### config.mk
export PLATFORM = sky130hd
export DESIGN_NAME = softmax_norm_sequencer
export DESIGN_NICKNAME = d
export VERILOG_FILES = /design/src/rtl/softmax_norm_sequencer.sv
export SDC_FILE = /design/constraint.sdc
export NUM_CORES = 2
export LEC_CHECK = 0
export BUFFER_PORTS_ARGS = -buffer_cell sky130_fd_sc_hd__buf_2
export CORE_UTILIZATION = 50
export DETAILED_ROUTE_END_ITERATION = 10
export PLACE_DENSITY = 0.66
export RECOVER_POWER = 50
export SETUP_SLACK_MARGIN = 0.15
export SLEW_MARGIN = 20
export SYNTH_ARGS = -nofsm -noshare
export SYNTH_HDL_FRONTEND = slang
export SYNTH_SLANG_ARGS = --single-unit
### constraint.sdc
create_clock -name clk -period 12.2 [get_ports clk]
set_input_delay 0 -clock clk [delete_from_list [all_inputs] [get_ports clk]]
set_output_delay 0 -clock clk [all_outputs]
set_load 0.05 [all_outputs]
### src/rtl/softmax_norm_sequencer.sv
`default_nettype none
// +----------------------------------------------------------------------+
// | softmax_norm_sequencer: buffers an exp vector, issues its sum to the |
// | reciprocal unit and streams exp_i * (1/sum) as Q1.15.      Rev 1.0   |
// +----------------------------------------------------------------------+
module softmax_norm_sequencer #(
   parameter int VEC_LEN       = 64,
   parameter int EXP_WIDTH     = 24,
   parameter int RECIP_WIDTH   = 24,
   parameter int OUT_WIDTH     = 16,
   parameter int RECIP_TIMEOUT = 64
) (
   input  logic                   clk,
   input  logic                   rst,
   input  logic [EXP_WIDTH-1:0]   exp_in,
   input  logic                   exp_valid,
   output logic                   exp_ready,
   output logic [EXP_WIDTH-1:0]   recip_x,
   output logic                   recip_start,
   input  logic [RECIP_WIDTH-1:0] recip_in,
   input  logic                   recip_done,
   output logic [OUT_WIDTH-1:0]   prob_out,
   output logic                   prob_valid,
   input  logic                   prob_ready,
   output logic                   prob_last,
   output logic                   busy,
   output logic                   err_timeout
);
   localparam logic [1:0] c_COLLECT = 2'd0;
   localparam logic [1:0] c_ISSUE   = 2'd1;
   localparam logic [1:0] c_WAIT    = 2'd2;
   localparam logic [1:0] c_EMIT    = 2'd3;

   localparam int CNT_W  = $clog2(VEC_LEN);
   localparam int TMR_W  = $clog2(RECIP_TIMEOUT + 1);
   localparam int PROD_W = EXP_WIDTH + RECIP_WIDTH;

   localparam logic [CNT_W-1:0]     c_LAST     = CNT_W'(VEC_LEN - 1);
   localparam logic [TMR_W-1:0]     c_TMR_LAST = TMR_W'(RECIP_TIMEOUT - 2);
   localparam logic [EXP_WIDTH-1:0] c_SUM_MAX  = {1'b0, {(EXP_WIDTH-1){1'b1}}};
   localparam logic [PROD_W-1:0]    c_ROUND    = PROD_W'(256);
   localparam logic [PROD_W-1:0]    c_ONE_Q    = PROD_W'(1) << (OUT_WIDTH - 1);

   logic [1:0]             state_q, state_d;
   logic [CNT_W-1:0]       count_q, count_d;
   logic [EXP_WIDTH-1:0]   sum_q, sum_d;
   logic [TMR_W-1:0]       timer_q, timer_d;
   logic [RECIP_WIDTH-1:0] recip_q, recip_d;
   logic [EXP_WIDTH-1:0]   recip_x_q, recip_x_d;
   logic                   err_q, err_d;
   logic [OUT_WIDTH-1:0]   prob_q, prob_d;
   logic                   pvalid_q, pvalid_d;
   logic                   plast_q, plast_d;
   logic                   buf_we;
   logic [EXP_WIDTH-1:0]   buf_q [VEC_LEN];

   logic [EXP_WIDTH-1:0]   w_exp_clamped;
   logic [EXP_WIDTH:0]     w_sum_ext;
   logic [EXP_WIDTH-1:0]   w_sum_sat;
   logic [PROD_W-1:0]      w_prod;
   logic [PROD_W-1:0]      w_q_round;
   logic [OUT_WIDTH-1:0]   w_q_sat;
   logic                   w_at_last;

   assign w_exp_clamped = exp_in[EXP_WIDTH-1] ? '0 : exp_in;
   assign w_sum_ext     = {1'b0, sum_q} + {1'b0, w_exp_clamped};
   assign w_sum_sat     = (w_sum_ext > {1'b0, c_SUM_MAX}) ? c_SUM_MAX : w_sum_ext[EXP_WIDTH-1:0];

   // recip = 2^24/sum_raw, so exp_raw*recip is p*2^24; dropping 9 bits leaves Q1.15.
   assign w_prod    = PROD_W'(buf_q[count_q]) * PROD_W'(recip_q);
   assign w_q_round = (w_prod + c_ROUND) >> 9;
   assign w_q_sat   = (w_q_round > c_ONE_Q) ? c_ONE_Q[OUT_WIDTH-1:0] : w_q_round[OUT_WIDTH-1:0];
   assign w_at_last = (count_q == c_LAST);

   always_ff @(posedge clk or posedge rst) begin
      if (rst) begin
         state_q   <= c_COLLECT;
         count_q   <= '0;
         sum_q     <= '0;
         timer_q   <= '0;
         recip_q   <= '0;
         recip_x_q <= '0;
         err_q     <= 1'b0;
         prob_q    <= '0;
         pvalid_q  <= 1'b0;
         plast_q   <= 1'b0;
      end else begin
         state_q   <= state_d;
         count_q   <= count_d;
         sum_q     <= sum_d;
         timer_q   <= timer_d;
         recip_q   <= recip_d;
         recip_x_q <= recip_x_d;
         err_q     <= err_d;
         prob_q    <= prob_d;
         pvalid_q  <= pvalid_d;
         plast_q   <= plast_d;
      end
   end

   // Buffer contents are don't-care after reset, so it carries no reset.
   always_ff @(posedge clk) begin
      if (buf_we) buf_q[count_q] <= w_exp_clamped;
   end

   always_comb begin
      state_d   = state_q;
      count_d   = count_q;
      sum_d     = sum_q;
      timer_d   = timer_q;
      recip_d   = recip_q;
      recip_x_d = recip_x_q;
      err_d     = err_q;
      prob_d    = prob_q;
      pvalid_d  = pvalid_q;
      plast_d   = plast_q;
      buf_we    = 1'b0;
      case (state_q)
         c_COLLECT: begin
            if (exp_valid) begin
               buf_we = 1'b1;
               sum_d  = w_sum_sat;
               if (w_at_last) begin
                  count_d   = '0;
                  recip_x_d = w_sum_sat;
                  state_d   = c_ISSUE;
               end else begin
                  count_d = count_q + 1'b1;
               end
            end
         end
         c_ISSUE: begin
            sum_d   = '0;
            timer_d = '0;
            if (sum_q == '0) begin
               recip_d = '0;
               state_d = c_EMIT;
            end else begin
               state_d = c_WAIT;
            end
         end
         c_WAIT: begin
            // A done arriving on the timeout cycle still wins.
            if (recip_done) begin
               recip_d = recip_in[RECIP_WIDTH-1] ? '0 : recip_in;
               state_d = c_EMIT;
            end else if (timer_q == c_TMR_LAST) begin
               err_d   = 1'b1;
               sum_d   = '0;
               state_d = c_COLLECT;
            end else begin
               timer_d = timer_q + 1'b1;
            end
         end
         default: begin
            if (!pvalid_q || prob_ready) begin
               if (pvalid_q && plast_q) begin
                  pvalid_d = 1'b0;
                  plast_d  = 1'b0;
                  state_d  = c_COLLECT;
               end else begin
                  prob_d   = w_q_sat;
                  pvalid_d = 1'b1;
                  plast_d  = w_at_last;
                  count_d  = w_at_last ? '0 : count_q + 1'b1;
               end
            end
         end
      endcase
   end

   always_comb begin
      exp_ready   = (state_q == c_COLLECT);
      busy        = (state_q != c_COLLECT);
      recip_start = (state_q == c_ISSUE) && (sum_q != '0);
      recip_x     = recip_x_q;
      prob_out    = prob_q;
      prob_valid  = pvalid_q;
      prob_last   = plast_q;
      err_timeout = err_q;
   end
endmodule
`default_nettype wire

==> impl_metrics.yaml <==
timing:
  tightestPinTransition_ns: 4.18
  hold_violations: 0
  rsz0062_at_grt: "no"
  fin_setup_tns_ns: 0
  period_minus_slack_ns: 11.77
  fmax_mhz: 85.0
  post-route-period-util_pct: 96.5
  setup_violations: 0
  clock_skew_ns: 0.0778
  maxSlewViolCount: 1625
  maxSlewHeadroom_pct: -178
power_and_ir_drop:
  power.share.sequential_pct: 28.2
  ir_worst_vdd_uv: 254
  switching_share_pct: 44.6
  leakage_nw: 33.0
  combPwrFrac_pct: 51.1
  p_clk_share_pct: 20.8
  p_int_mw: 12.5
  powerDensity_nw_per_um2: 256
  power_switching_mw: 10.1
clock_tree:
  htreeDepth: 4
  clk_latency_ns: 0.81
  cts_buffers: 158
  cts_tree: "yes"
  root_buffer: "clkbuf_16"
  clkTransAtPathRegs_ns: 0.06
  cts.path.max_buffers: 3
  cts.sinks: 1577
routing:
  firstDrtPassIters: 6
  antenna_left: 0
  finalWirelength_mm: 237
  num_vias: 51000
  drt_iter0_drc: 5956
  wl_per_cell_microns: 28.9
  drc: 0
  routed_via_density: 6.24
synthesis:
  async_reset_ff_share_pct: 6.66
  netlist_instances: 5752
  synth_edf_count: 1472
  synth_area_leaders: "edfxtp_1, fa_1, a22oi_1"
  yosysMostFrequentCell: "edfxtp_1"
  synth_top_cell_by_area: "edfxtp_1"
  ys_ff_latch: 1577
  synth_nets: 6486
  yosysWarnings: 0
  ys.flop_type: "edfxtp_1"
  synth.top_cell.area_share_pct: 56.5
  ys_types: 84
  yosysSeqAreaShare_pct: 59.8
  synth_common_cells: "edfxtp_1, inv_1, a22oi_1, nand2_1, fa_1"
  synth_area_sq_um: 78300
  syn_area_per_cell_sq_um: 13.6
global_route:
  gr-usage-all-layers_pct: 29.9
  grt_pass1_vias: 51000
  antenna_found_initial: 4
  grt_pass1_wl_mm: 343
  grt_max_degree: 81
  grt-ovfl-total: 0
min_path:
  min_path_type: "in2reg"
die:
  die_y_microns: 398
  core_sq_um: 155000
  start_util_pct: 50.6
  dieArea_sq_um: 158000
  fp-row-count: 144
  ios: 99
  die-width_microns: 398
setup_path:
  cp.required_ns: 12.89
  end_kind: "register"
  cp-start-kind: "register"
  arrival_ns: 12.46
  critPathTopFamily: "adder cells"
  path_class: "reg2reg"
  slowest_stage: "a31oi_1"
  cpMostUsedCell: "fa_1"
  path_max_fanout: 32
  crit_buf_inv: 10
  cpPeakStageDelay_ns: 0.74
finish:
  final_core_util_pct: 57.0
  nets: 6743
  regArea_sq_um: 46800
  multi_input_area_sq_um: 28200
  syn_to_final_growth_pct: 12.7
  fillerInstances: 12300
  drive_above_1_share_pct: 10.6
run_status:
  outcome: "complete, but fails checks"
  violations: "capacitance limit, slew limit"
place:
  port_buffers: 98
  gp_congestion: 0.941
  hpwl_mm: 151
job:
  maxCapViolCount: 29
-- sequential cells by signal (all words and copies together) (netlist names) --
name and flops:
err_timeout 1, count_q 6, recip_q 23, buf_q 1472
timer_q 7, prob_out 16, sum_q 24, state_q 2
prob_last 1, prob_valid 1, recip_x 24
-- per-layer routing --
layer / vias to the layer above / global-route usage (%) / routed length (microns)
met3: 526 / 5.57 / 23500
met5: - / 0 / 12
li1: 21600 / - / -
met1: 26100 / 39.1 / 89200
met2: 2887 / 48.8 / 112000
met4: 2 / 13.1 / 11700
-- per-stage QoR --
step | total power [mW] | hold slack [ns] | worst slack [ns] | std cells | instance area (sq um)
after floorplan | 13.4 | 0.136 | 1.76 | 5752 | 78300
after global placement | 17.7 | 0.113 | 0.170 | 7811 | 82600
after detailed placement | 17.8 | 0.122 | 0.187 | 7815 | 82700
after CTS | 22.5 | 0.0133 | 0.242 | 8173 | 88400
after global routing | 23.8 | 0.0535 | 0.158 | 8178 | 88200
final | 22.6 | 0.0655 | 0.431 | 8181 | 88200
-- timing repair --
item / in CTS / in global routing
setup buffers: 0 / 4
cloned: 0 / 1
resized for setup: 1 / 13
hold endpoints to repair: 144 / 0
endpoints found under the setup margin: 1 / 16
hold buffers: 73 / 0
pin swaps: 0 / 2
-- power by group through the flow --
stage / sequential (mW) / clock [mW] / combinational, mW
floorplan: 6.38 / 0 / 7.05
global placement: 6.44 / 0 / 11.2
detailed placement: 6.45 / 0 / 11.3
CTS: 6.34 / 4.72 / 11.4
global route: 6.38 / 4.91 / 12.5
finish: 6.36 / 4.69 / 11.6
-- worst register-to-register path, delay by kind of cell, from the launching register on --
family / cells / cell delay, ns
fa+ha+maj: 8 / 3.96
compound gates: 11 / 2.87
flops: 1 / 0.54
buf+inv: 10 / 1.74
simple gates: 9 / 2.55
-- layout make-up --
cell class / count / share of cell area, %
Tap cell: 2044 / 2.90
Clock inverter: 93 / 0.956
Clock buffer: 192 / 4.66
Antenna cell: 3 / 0.00851
Multi-Input combinational cell: 3217 / 32.0
Timing Repair Buffer: 436 / 3.80
Sequential cell: 1577 / 53.1
Inverter: 619 / 2.63
-- cells by family after synthesis --
| group | after synthesis | share of synthesized area, % |
|---|---|---|
| AO/OA/AOI/OAI | 1265 | 11.8 |
| multiplexers | 61 | 0.815 |
| buffers and inverters | 959 | 4.66 |
| adder cells (fa/ha/maj) | 681 | 15.1 |
| AND/OR/NAND/NOR | 1156 | 7.18 |
| flip-flops | 1577 | 59.8 |
| XOR/XNOR | 53 | 0.593 |
-- final timing paths --
path / from / to / slack, ns / cells after the start
setup / recovery: count_q[0] / prob_out[1] / 0.43 / 38
hold / removal: recip_in[23] / recip_q[20] / 0.07 / 5
setup reg to reg: count_q[0] / prob_out[1] / 0.43 / 38
hold reg to reg: err_timeout / err_timeout / 0.46 / 1
max in group asynchronous: rst / count_q[2] / 6.01 / 5
min in group asynchronous: rst / prob_out[7] / 0.87 / 4
-- cell usage in the layout (no fill, tap or decap), types with 109 or more instances in the layout --
cell and n:
edfxtp_1 1472, inv_1 618, a22oi_1 477, nand2_1 460
fa_1 442, ha_1 239, and2_1 221, buf_4 211
clkbuf_16 159, a21oi_1 133, a221oi_1 109
(Power assumes the default switching activity.)
